**config.mk**
```make
export PLATFORM = sky130hd
export DESIGN_NAME = oki_rom_fetch
export DESIGN_NICKNAME = d
export VERILOG_FILES = /design/src/rtl/oki_rom_fetch.sv
export SDC_FILE = /design/constraint.sdc
export NUM_CORES = 1
export LEC_CHECK = 0
export BUFFER_PORTS_ARGS = -buffer_cell sky130_fd_sc_hd__buf_2
export CAP_MARGIN = 10
export CORE_ASPECT_RATIO = 1.75
export CORE_UTILIZATION = 60
export CTS_CLUSTER_SIZE = 10
export DETAILED_ROUTE_END_ITERATION = 10
export GPL_ROUTABILITY_DRIVEN = 1
export PLACE_DENSITY = 0.84
export SYNTH_ARGS = -nofsm -noshare
export SYNTH_HDL_FRONTEND = slang
export SYNTH_SLANG_ARGS = --single-unit
```
**constraint.sdc**
```tcl
create_clock -name clk_i -period 5.4 [get_ports clk_i]
set_clock_uncertainty 0.15 [all_clocks]
set_input_delay 0.54 -clock clk_i [delete_from_list [all_inputs] [get_ports clk_i]]
set_output_delay 0.54 -clock clk_i [all_outputs]
set_load 0.02 [all_outputs]
```
**src/rtl/oki_rom_fetch.sv**
```systemverilog
// oki_rom_fetch: OKI6295 sample-ROM byte fetch with one-word cache, one-deep pending buffer and fetch timeout.
// Ports:
//   clk_i, reset_n_i        clock, asynchronous active-low reset
//   req_addr_i, req_stb_i   translated byte address and one-cycle request strobe
//   flush_i                 invalidate the cached word
//   data_out_o, data_ok_o   returned byte and its one-cycle valid pulse
//   busy_o                  fetch in flight or request pending
//   rom_addr_o, rom_cs_o    ROM word address and level read request
//   rom_data_i, rom_ok_i    ROM word and its valid
//   err_o, pend_ovf_o       sticky timeout / pending-overwrite flags
module oki_rom_fetch #(
  parameter int AW = 21,
  parameter bit HI_BYTE_FIRST = 1'b1,
  parameter int TIMEOUT = 255
) (
  input  logic          clk_i,
  input  logic          reset_n_i,
  input  logic [AW-1:0] req_addr_i,
  input  logic          req_stb_i,
  input  logic          flush_i,
  output logic [7:0]    data_out_o,
  output logic          data_ok_o,
  output logic          busy_o,
  output logic [AW-2:0] rom_addr_o,
  output logic          rom_cs_o,
  input  logic [15:0]   rom_data_i,
  input  logic          rom_ok_i,
  output logic          err_o,
  output logic          pend_ovf_o
);
  typedef enum logic {IDLE, FETCH} state_e;
  state_e state_q, state_d;
  logic [AW-1:0] addr_q, addr_d, pend_addr_q, pend_addr_d, src;
  logic [AW-2:0] tag_q, tag_d;
  logic [15:0] cdata_q, cdata_d;
  logic [7:0] dout_q, dout_d, cnt_q, cnt_d;
  logic cval_q, cval_d, pend_v_q, pend_v_d, drop_q, drop_d, cs_q, cs_d;
  logic ok_q, ok_d, err_q, err_d, ovf_q, ovf_d;
  logic req, hit, accept, tmo;

  function automatic logic [7:0] pick(input logic [15:0] w, input logic b0);
    return (b0 ^ HI_BYTE_FIRST) ? w[15:8] : w[7:0];
  endfunction

  always_comb begin
    src = req_stb_i ? req_addr_i : pend_addr_q;
    req = req_stb_i | pend_v_q;
    // a flush in the same cycle forces a miss so the request sees fresh ROM data
    hit = cval_q && tag_q == src[AW-1:1] && !flush_i;
    // cnt_q==0 marks the first FETCH cycle, where a leftover OK must be ignored
    accept = cnt_q != 8'd0 && rom_ok_i;
    tmo = cnt_q == 8'(TIMEOUT - 1);
    state_d = state_q;
    addr_d = addr_q;
    pend_addr_d = pend_addr_q;
    tag_d = tag_q;
    cdata_d = cdata_q;
    dout_d = dout_q;
    cnt_d = cnt_q;
    cval_d = cval_q;
    pend_v_d = pend_v_q;
    drop_d = drop_q;
    cs_d = cs_q;
    ok_d = 1'b0;
    err_d = err_q;
    ovf_d = ovf_q;
    if (state_q == IDLE) begin
      drop_d = 1'b0;
      if (flush_i) cval_d = 1'b0;
      if (req) begin
        if (!req_stb_i) pend_v_d = 1'b0;
        if (hit) begin
          dout_d = pick(cdata_q, src[0]);
          ok_d = 1'b1;
        end else begin
          addr_d = src;
          cs_d = 1'b1;
          cnt_d = 8'd0;
          state_d = FETCH;
        end
      end
    end else begin
      cnt_d = cnt_q + 8'd1;
      if (flush_i) drop_d = 1'b1;
      if (req_stb_i) begin
        pend_addr_d = req_addr_i;
        pend_v_d = 1'b1;
        if (pend_v_q) ovf_d = 1'b1;
      end
      if (accept) begin
        tag_d = addr_q[AW-1:1];
        cdata_d = rom_data_i;
        cval_d = !(drop_q || flush_i);
        dout_d = pick(rom_data_i, addr_q[0]);
        ok_d = 1'b1;
        cs_d = 1'b0;
        state_d = IDLE;
      end else if (tmo) begin
        dout_d = 8'h00;
        ok_d = 1'b1;
        err_d = 1'b1;
        cs_d = 1'b0;
        state_d = IDLE;
      end
    end
  end

  always_ff @(posedge clk_i or negedge reset_n_i) begin
    if (!reset_n_i) begin
      state_q <= IDLE;
      addr_q <= '0;
      pend_addr_q <= '0;
      tag_q <= '0;
      cdata_q <= '0;
      dout_q <= '0;
      cnt_q <= '0;
      cval_q <= 1'b0;
      pend_v_q <= 1'b0;
      drop_q <= 1'b0;
      cs_q <= 1'b0;
      ok_q <= 1'b0;
      err_q <= 1'b0;
      ovf_q <= 1'b0;
    end else begin
      state_q <= state_d;
      addr_q <= addr_d;
      pend_addr_q <= pend_addr_d;
      tag_q <= tag_d;
      cdata_q <= cdata_d;
      dout_q <= dout_d;
      cnt_q <= cnt_d;
      cval_q <= cval_d;
      pend_v_q <= pend_v_d;
      drop_q <= drop_d;
      cs_q <= cs_d;
      ok_q <= ok_d;
      err_q <= err_d;
      ovf_q <= ovf_d;
    end
  end

  assign data_out_o = dout_q;
  assign data_ok_o = ok_q;
  assign busy_o = state_q == FETCH || pend_v_q;
  assign rom_addr_o = addr_q[AW-1:1];
  assign rom_cs_o = cs_q;
  assign err_o = err_q;
  assign pend_ovf_o = ovf_q;
endmodule

```
==> results of run 1 <==
==> per-layer routing <==
| metal | GRT usage | wire (µm) | up-vias |
|---|---|---|---|
| li1 | - | - | 1493 |
| met1 | 0.275 | 3620 | 1596 |
| met2 | 0.423 | 5000 | 89 |
| met3 | 0.0678 | 467 | 18 |
| met4 | 0.0963 | 188 | 0 |
| met5 | 0 | 0 | - |
==> power by group through the flow <==
stage	clock, µW	sequential (µW)	combinational (µW)
floorplan	0	1330	1080
global placement	0	1360	1200
detailed placement	0	1380	1260
CTS	588	1370	1270
global route	621	1410	1390
finish	577	1370	1250
==> worst max-delay path by stage <==
stage                    endpoint  slack [ns]
floorplan                rom_cs_o        3.06
global placement    data_out_o[7]        1.95
detailed placement  data_out_o[6]        1.82
CTS                 data_out_o[7]        2.20
global route        data_out_o[6]        2.01
finish              data_out_o[7]        2.25
==> area by class of cell <==
cell class              instances  area [µm²]  area share
clock buffers                  12         246      0.0459
well taps                      90         113      0.0210
inverters                      27         101      0.0189
multi-input cells             253        1950       0.362
flip-flops and latches        102        2550       0.475
clock inverters                 2        10.0     0.00186
repair buffers                 78         403      0.0750
==> registers in the layout, indices dropped and copies added, names as in the netlist, 8 cells and up <==
| name | cells |
|---|---|
| pend_addr_q | 21 |
| cdata_q | 16 |
| cnt_q | 8 |
| addr_q | 21 |
| data_out_o | 8 |
| tag_q | 20 |
==> cells by family (layout without fill, tap and decap cells) <==
group,count (synthesis),in the layout,synth area share
DFF,102,102,0.521
muxes,95,95,0.207
and+or+nand+nor,77,77,0.0718
buffers and inverters,67,119,0.0830
AOI/OAI and AO/OA,50,50,0.0588
xor gates and xnor gates,27,27,0.0483
adders and majority gates,4,4,0.0102
==> stage by stage <==
| step | worst slack (ns) | util |
|---|---|---|
| 6_report | 2.25 | 0.679 |
| 5_1_grt | 2.01 | 0.679 |
| 4_1_cts | 2.20 | 0.679 |
| 3_5_place_dp | 1.82 | 0.647 |
| 3_3_place_gp | 1.95 | 0.647 |
| 2_1_floorplan | 3.06 | - |
==> layout by cell type (no fill, tap or decap) <==
cell                          n
sky130_fd_sc_hd__or2_2        2
sky130_fd_sc_hd__nand2_2      1
sky130_fd_sc_hd__buf_2       73
sky130_fd_sc_hd__o21ba_1      1
sky130_fd_sc_hd__a31oi_1      1
sky130_fd_sc_hd__nor2_1      23
sky130_fd_sc_hd__a21o_1       2
sky130_fd_sc_hd__mux2i_2      5
sky130_fd_sc_hd__nor4_2       1
sky130_fd_sc_hd__mux2i_1     55
sky130_fd_sc_hd__o21bai_1     1
sky130_fd_sc_hd__a211oi_1     8
sky130_fd_sc_hd__xor2_1       5
sky130_fd_sc_hd__nand3_1      3
sky130_fd_sc_hd__nor3_1       3
sky130_fd_sc_hd__mux2_2      35
sky130_fd_sc_hd__clkinv_2     2
sky130_fd_sc_hd__clkbuf_1     2
sky130_fd_sc_hd__nor3_2       1
sky130_fd_sc_hd__nor2b_1      8
sky130_fd_sc_hd__a21oi_1     12
sky130_fd_sc_hd__nand4_1      3
sky130_fd_sc_hd__ha_1         4
sky130_fd_sc_hd__o21ai_0     24
sky130_fd_sc_hd__and3_1       1
sky130_fd_sc_hd__clkbuf_8     1
sky130_fd_sc_hd__dfrtp_1    102
sky130_fd_sc_hd__buf_4        5
sky130_fd_sc_hd__clkbuf_16    9
sky130_fd_sc_hd__o221ai_1     1
sky130_fd_sc_hd__xnor2_1     22
sky130_fd_sc_hd__nor4_1       4
sky130_fd_sc_hd__nand2_1     27
sky130_fd_sc_hd__inv_1       27
==> worst register-to-register path: stages (launching register included) <==
cell and delay (ns):
sky130_fd_sc_hd__dfrtp_1 0.42, sky130_fd_sc_hd__nor4_1 0.31, sky130_fd_sc_hd__a31oi_1 0.26, sky130_fd_sc_hd__nand2_2 0.89
sky130_fd_sc_hd__nor2_1 0.20, sky130_fd_sc_hd__a211oi_1 0.27, sky130_fd_sc_hd__mux2i_1 0.11
==> flow_summary.yaml, run 1 <==
grt:
  first_global_vias: 3292
  antenna_found_initial: 0
  grt_first_pass_wirelength_um: 15700
  grt_max_degree: 65
  grtUsageTotal: 0.241
  overflow: 0
clock_network:
  cts_resized: 0
  postCtsSetupBuffers: 0
  cts_hold_repair.buffers: 0
  cts_tree: "built"
  clkSlewWorstSetupHoldPaths_ns: 0.06
  sink_count_of_the_clock_tree: 102
  ctsRootBufferMaster: "sky130_fd_sc_hd__clkbuf_16"
  numCtsBuffers: 9
  clock_latency_ns: 0.35
  clockBufferDepth: 2
  h_tree_level_count: 3
floorplan:
  coreArea_um2: 7910
  core_rows: 43
  initial_utilization: 0.619
  fp.dieW_um: 70.3
  boundaryPins: 75
  die_h_um: 122
  die_area_um2: 8540
setup_path:
  cp_max_fo: 25
  timing.critical_path.max_delay_family: "simple AND/OR/NAND/NOR gates"
  crit-reg2reg-launch: "cnt_q[4]"
  cp-start-kind: "primary input"
  endpoint_required_time_on_the_critical_path_ns: 5.51
  crit-reg2reg-capture: "data_out_o[4]"
  timing.critical_path.cells: "buf_2 > mux2i_1 > xnor2_1 > nor4_1 > nand4_1 > nor3_2 > mux2i_1"
  worstRegToRegCells: 6
  kind_of_critical_path: "in2reg"
  crit_path_max_incr_delay_ns: 0.77
  worst_path_max_delay_cell: "sky130_fd_sc_hd__nor3_2"
  cp.arrival_ns: 3.27
  timing.critical_path.mode_cell: "sky130_fd_sc_hd__mux2i_1"
  critical_path.startpoint: "req_stb_i"
  worst-path-buf-inv: 1
  timing.critical_path.to_type: "flip-flop"
  r2r_setup_slack_ns: 2.63
  cp_num_cells: 7
power_and_ir_drop:
  clock_power_share: 0.181
  p_int_uw: 1990
  p_per_area_nw_per_um2: 595
  sw_frac_of_total: 0.376
  p_total_uw: 3200
  p_switching_uw: 1200
  p_leak_uw: 0.00251
  pwr-share-seq: 0.428
  power.combinational.fraction: 0.391
  power.ir.vdd_worst_mv: 0.378
detailed_routing:
  vias_after_detailed_routing: 3196
  remaining_drc_errors: 0
  detail_route.wirelength_um: 9270
  routed_wire_length_per_instance_um: 16.4
  drt-initial-drc-count: 240
  drt.antenna.violating_nets: 0
  drtPass1Iterations: 5
  vias_per_cell: 5.67
timing:
  slew_violations: 0
  min_period_ns: 3.15
  setup_repair_after_global_routing_missed_its_margin: "false"
  min_period_over_period: 0.584
  setup_tns_ns: 0
  maxClockFrequency_mhz: 317
  maxSlewHeadroom: 0.242
  setup_violations: 0
  worst_hold_slack_ns: 0.0304
  finalHoldViolations: 0
  tightestPinTransition_ns: 1.13
placement:
  port_buffers: 74
  gp_congestion: 0.785
  placed_area_um2: 5120
  place_hpwl_um: 6570
  placed_cells_incl_taps: 550
layout:
  num-fill-cells: 591
  area.growth.synth_to_final_pct: 9.68
  layout-drive-gt1-share: 0.285
  antenna_cells_inserted: 0
  post_layout_nonfiller_instances: 564
  nets: 517
  design_area_um2: 5370
yosys:
  ffs_w_async_s_r_synth: 1.00
  mappedNetlistNets: 468
  synth_top_cells_by_area: "sky130_fd_sc_hd__dfrtp_1 (52%), sky130_fd_sc_hd__mux2i_1 (11%), sky130_fd_sc_hd__mux2_2 (8.0%)"
  yosysTopAreaCellShare: 0.521
  synthCells: 422
  syn-cell-area_um2: 4900
  synthesis.area_per_instance_um2: 11.6
  synth_commonest_cells: "sky130_fd_sc_hd__dfrtp_1 (102), sky130_fd_sc_hd__mux2i_1 (55), sky130_fd_sc_hd__mux2_2 (35)"
  yosysMostFrequentCell: "sky130_fd_sc_hd__dfrtp_1"
  synth.ff_latch_count: 102
  synth.yosys.warnings: 0
  synth-main-ff-cell: "sky130_fd_sc_hd__dfrtp_1"
  yosysUniqueCellTypes: 32
  synth_top_area_cell: "sky130_fd_sc_hd__dfrtp_1"
  yosysSeqAreaShare: 0.521
  edff_count_synth: 0
status:
  outcome: "finished, final reports clean"
worst_hold_path:
  min-delay-path-class: "in2async"
job:
  cap_violations: 0
Note: power is estimated with default switching activity, not from simulation.
==> inputs of run 2 (changes only) <==
CORE_UTILIZATION = 51   (was 60)
PLACE_DENSITY = 0.76   (was 0.84)
clock period = 2.8 ns   (was 5.4 ns; I/O delays follow)
==> run 2 against run 1 <==
Compared with the run above:
- wire length up 2.9%
- non-clock buffer count rose by 9
- sequential power is 91% higher
- cell count grew 7.3%
- sequential cell count stayed put
- clock power up 110%
- via count down 1.3%
- total power increased by 99%
- critical endpoint is now data_out_o[0]
- highest routed layer unchanged
==> flow_summary.yaml, run 2 (same netlist as run 1, synthesis figures left out) <==
timing:
  setup_tns_ns: 0
  tightestPinTransition_ns: 0.666
  slew_violations: 0
  min_period_ns: 2.19
  fin_ws_ns: 0.610
  maxSlewHeadroom: 0.556
  setup_violations: 0
  min_period_over_period: 0.782
  setup_repair_after_global_routing_missed_its_margin: "false"
  finalHoldViolations: 0
  maxClockFrequency_mhz: 457
power_and_ir_drop:
  p_per_area_nw_per_um2: 1140
  p_total_uw: 6350
  p_leak_uw: 0.00258
  power.ir.vdd_worst_mv: 0.570
clock_network:
  ctsRootBufferMaster: "sky130_fd_sc_hd__clkbuf_16"
  postCtsSetupBuffers: 0
  clock_latency_ns: 0.34
  clockBufferDepth: 2
  sink_count_of_the_clock_tree: 102
  h_tree_level_count: 3
  cts_tree: "built"
  clkSlewWorstSetupHoldPaths_ns: 0.06
  numCtsBuffers: 9
setup_path:
  worst-path-buf-inv: 0
  endpoint_required_time_on_the_critical_path_ns: 2.86
  cp-start-kind: "flip-flop"
  crit-reg2reg-launch: "cnt_q[4]"
  crit-reg2reg-capture: "data_out_o[0]"
  worst_path_max_delay_cell: "sky130_fd_sc_hd__nand2_2"
  crit_path_max_incr_delay_ns: 0.50
  timing.critical_path.cells: "nor4_1 > a31oi_1 > nand2_2 > nor2_1 > a211oi_1 > mux2i_1"
  timing.critical_path.to_type: "flip-flop"
  cp.arrival_ns: 2.25
  cp_num_cells: 6
  r2r_setup_slack_ns: 0.61
  cp_max_fo: 27
  kind_of_critical_path: "reg2reg"
  worstRegToRegCells: 6
  timing.critical_path.max_delay_family: "simple AND/OR/NAND/NOR gates"
grt:
  overflow: 0
  antenna_found_initial: 0
  first_global_vias: 3400
  grtUsageTotal: 0.208
  grt_max_degree: 52
  grt_first_pass_wirelength_um: 16100
floorplan:
  coreArea_um2: 9410
  initial_utilization: 0.521
  fp.dieW_um: 76.1
  boundaryPins: 75
  die_area_um2: 10000
  die_h_um: 132
  core_rows: 47
layout:
  flip_flop_and_latch_area_um2: 2550
  area_taken_by_multi_input_logic_gates_um2: 1950
  layout.cells.most_common_list: "sky130_fd_sc_hd__dfrtp_1 (102), sky130_fd_sc_hd__buf_2 (73), sky130_fd_sc_hd__mux2i_1 (55)"
  largest_registers: "addr_q (21), pend_addr_q (21), tag_q (20)"
  final_core_util: 0.590
  layout-drive-gt1-share: 0.296
  area.growth.synth_to_final_pct: 13.4
  nets: 526
  antenna_cells_inserted: 0
  layout.cells.most_common: "sky130_fd_sc_hd__dfrtp_1"
  num-fill-cells: 802
worst_hold_path:
  min-delay-path-class: "in2reg"
  depth_of_the_worst_hold_timing_path: 2
  whs_endpoint: "pend_addr_q[4]"
  min-delay-start: "req_addr_i[4]"
placement:
  port_buffers: 74
  gp_congestion: 0.825
  place_hpwl_um: 6760
  pre_cts_slack_ns: 0.308
detailed_routing:
  drt.antenna.violating_nets: 0
  vias_per_cell: 5.21
  routed_wire_length_per_instance_um: 15.8
  drt-initial-drc-count: 176
  detail_route.wirelength_um: 9540
  remaining_drc_errors: 0
  drtPass1Iterations: 4
  vias_after_detailed_routing: 3155
job:
  cap_violations: 0
status:
  outcome: "finished, final reports clean"
==> run 2: worst reg2reg max path, delay by kind of cell (launching register included) <==
| kind | cells | cell delay, ns |
|---|---|---|
| simple gates | 3 | 0.94 |
| mux | 1 | 0.11 |
| compound gates | 2 | 0.44 |
| flops | 1 | 0.42 |
==> run 2: worst max-delay path by stage <==
stage	start	to	slack (ns)
3_3_place_gp	req_stb_i	addr_q[3]	0.38
3_5_place_dp	req_stb_i	addr_q[7]	0.31
4_1_cts	cnt_q[4]	data_out_o[0]	0.59
6_report	cnt_q[4]	data_out_o[0]	0.61
2_1_floorplan	req_stb_i	rom_cs_o	0.72
5_1_grt	cnt_q[4]	data_out_o[1]	0.35
==> run 2: metrics by stage <==
step / area [µm²] / instances / hold WS, ns
floorplan: 4900 / 422 / -0.166
global placement: 5250 / 590 / 0.199
detailed placement: 5250 / 590 / 0.204
CTS: 5550 / 605 / 0.0281
global route: 5550 / 605 / 0.0306
finish: 5550 / 605 / 0.0384
==> run 2: area by class of cell <==
class                           instances  share of cell area
Multi-Input combinational cell        253               0.351
Clock inverter                          1             0.00541
Inverter                               27              0.0182
Tap cell                              122              0.0275
Sequential cell                       102               0.460
Clock buffer                           13              0.0469
Timing Repair Buffer                   87              0.0919
==> run 2: timing repair <==
| action | 4_1_cts | 5_1_grt |
|---|---|---|
| endpoints found under the hold margin | 49 | 0 |
| endpoints found under the setup margin | 0 | 0 |
| resized for setup | 0 | 0 |
| hold buffers | 1 | 0 |
==> run 2: layer usage <==
layer  share of wire  up-vias  GRT usage  wire length (µm)
li1                -     1520          -                 -
met1            0.41     1542      0.241              3890
met2            0.53       78      0.363              5020
met3           0.043       15     0.0465               406
met4           0.023        0     0.0929               223
met5               0        -          0                 0
==> run 2: power breakdown <==
group          switching, µW  leakage, µW  internal [µW]
sequential               471      0.00121           2150
combinational           1370      0.00123           1130
clock                    493     0.000142            732
total                   2330      0.00258           4020
==> inputs of run 3 (changes only) <==
clock period = 1.9 ns   (was 2.8 ns; I/O delays follow)
==> run 3 against run 2 <==
Compared with the run above:
- the flow now finishes with violations (negative setup slack)
- wire length up 19%
- setup slack worse by 0.91 ns
- utilization up 8.8 points
- combinational power up 80%
- total power up 59%
- global-route usage up 2.8 points
- cell count up 12%
- critical path depth up 2
- count of clock-buffer cells in the layout unchanged
- sequential power up 47%
- critical endpoint is now data_out_o[3]
- highest routed layer unchanged
==> flow_summary.yaml, run 3 (same netlist as run 1, synthesis figures left out) <==
status:
  outcome: "finished with violations"
  failed_checks: "negative setup slack"
grt:
  grt_first_pass_wirelength_um: 18200
  overflow: 0
  first_global_vias: 3850
  grt_max_degree: 52
  antenna_found_initial: 0
  grtUsageTotal: 0.236
clock_network:
  h_tree_level_count: 3
  clockBufferDepth: 2
  cts_tree: "built"
  clkSlewWorstSetupHoldPaths_ns: 0.06
  clock_latency_ns: 0.34
  sink_count_of_the_clock_tree: 102
  ctsRootBufferMaster: "sky130_fd_sc_hd__clkbuf_16"
  numCtsBuffers: 9
detailed_routing:
  highest_metal_used: "met4"
  drtPass1Iterations: 5
  wl_met1_um: 4170
  routed_wire_length_per_instance_um: 16.7
  detailroute.wirelength.met3_um: 355
  detailroute.wirelength.met2_um: 6610
  drt.antenna.violating_nets: 0
  vias_after_detailed_routing: 3540
  detail_route.wirelength_um: 11300
  drt-initial-drc-count: 177
  remaining_drc_errors: 0
  vias_per_cell: 5.22
timing:
  worst_hold_slack_ns: 0.0475
  maxClockFrequency_mhz: 455
  setup_tns_ns: -6.96
  slew_violations: 0
  fin_ws_ns: -0.300
  tightestPinTransition_ns: 0.463
  setup_violations: 40
  min_period_over_period: 1.16
  min_period_ns: 2.20
  setup_repair_after_global_routing_missed_its_margin: "true"
  finalHoldViolations: 0
  maxSlewHeadroom: 0.688
setup_path:
  worstRegToRegCells: 8
  timing.critical_path.cells: "mux2i_4 > xnor2_2 > nor4_2 > nand4_1 > buf_4 > nor3_4 > buf_6 > mux2i_1"
  crit-reg2reg-capture: "data_out_o[3]"
  worst_path_max_delay_cell: "sky130_fd_sc_hd__dfrtp_1"
  worst-path-buf-inv: 2
  cp_num_cells: 8
  crit_path_max_incr_delay_ns: 0.40
  kind_of_critical_path: "reg2reg"
  cp-start-kind: "flip-flop"
  timing.critical_path.to_type: "flip-flop"
  critical_path.startpoint: "pend_addr_q[11]"
  cp_max_fo: 5
  timing.critical_path.to: "data_out_o[3]"
  timing.critical_path.max_delay_family: "simple AND/OR/NAND/NOR gates"
  r2r_setup_slack_ns: -0.30
  cp.arrival_ns: 2.31
  endpoint_required_time_on_the_critical_path_ns: 2.01
  crit-reg2reg-launch: "pend_addr_q[11]"
floorplan:
  core_rows: 47
  initial_utilization: 0.521
  coreArea_um2: 9410
  boundaryPins: 75
  fp.dieW_um: 76.1
  die_h_um: 132
  die_area_um2: 10000
worst_hold_path:
  min-delay-start: "req_addr_i[19]"
  min-delay-path-class: "in2reg"
power_and_ir_drop:
  p_int_uw: 6270
  pwr-share-seq: 0.382
  power.combinational.fraction: 0.444
  sw_frac_of_total: 0.380
  power.ir.vdd_worst_mv: 0.945
  p_leak_uw: 0.00296
  p_per_area_nw_per_um2: 1590
  clock_power_share: 0.174
  p_switching_uw: 3840
placement:
  place_hpwl_um: 7560
  gp_congestion: 0.801
  port_buffers: 74
  placed_area_um2: 5490
layout:
  num-fill-cells: 701
  nets: 597
  antenna_cells_inserted: 0
  layout.cells.most_common_list: "sky130_fd_sc_hd__dfrtp_1 (101), sky130_fd_sc_hd__buf_2 (73), sky130_fd_sc_hd__mux2i_1 (45)"
  layout-drive-gt1-share: 0.365
  design_area_um2: 6380
  area.growth.synth_to_final_pct: 30.2
  layout.cells.most_common: "sky130_fd_sc_hd__dfrtp_1"
  final_core_util: 0.678
  largest_registers: "addr_q (21), pend_addr_q (21), tag_q (20)"
job:
  cap_violations: 0
-- run 3: area by class of cell --
type	count	area [µm²]	share of cell area
clock buffer	13	270	0.0424
timing repair buffer	158	1180	0.185
inverter	27	101	0.0159
clock inverter	3	17.5	0.00275
tap	122	153	0.0239
multi-input combinational	253	2100	0.329
sequential	102	2550	0.400
-- run 3: worst min path at each step --
stage	cells after the start	endpoint
detailed placement	1	pend_addr_q[11]
finish	3	addr_q[19]
global placement	1	addr_q[11]
CTS	3	addr_q[20]
global route	3	addr_q[20]
floorplan	0	addr_q[0]
-- run 3: worst register-to-register path: cells and delay by family (launching register included) --
family                    cells  cell delay [ns]
and+or+nand+nor               3             0.68
xor gates and xnor gates      1             0.12
DFF                           1             0.40
muxes                         2             0.39
buffers and inverters         2             0.37
-- run 3: layer usage --
layer / global-route usage / up-vias
met2: 0.454 / 71
met3: 0.0444 / 18
met5: 0 / -
met1: 0.244 / 1780
met4: 0.0972 / 0
li1: - / 1671
-- run 3: stage by stage --
step           std cells  setup WS (ns)  total power (µW)
2_1_floorplan        422        -0.0708              6860
3_3_place_gp         619         -0.385              7740
3_5_place_dp         619         -0.499              7930
4_1_cts              676         -0.295              9830
5_1_grt              678         -0.397             10700
6_report             678         -0.300             10100
-- run 3: what timing repair did --
| action | CTS | global route |
|---|---|---|
| buffers inserted | 3 | 1 |
| pin swaps | 3 | 8 |
| cloned | 1 | 1 |
| endpoints found under the setup margin | 65 | 65 |
| hold endpoints to repair | 67 | 0 |
| resized for setup | 11 | 24 |
| hold buffers | 37 | 0 |
-- run 3: power by group through the flow --
stage | Clock [µW] | Combinational (µW) | Sequential [µW]
floorplan | 0 | 3090 | 3770
global placement | 0 | 3960 | 3780
detailed placement | 0 | 4110 | 3830
CTS | 1780 | 4240 | 3810
global route | 1850 | 4870 | 3960
finish | 1760 | 4490 | 3860
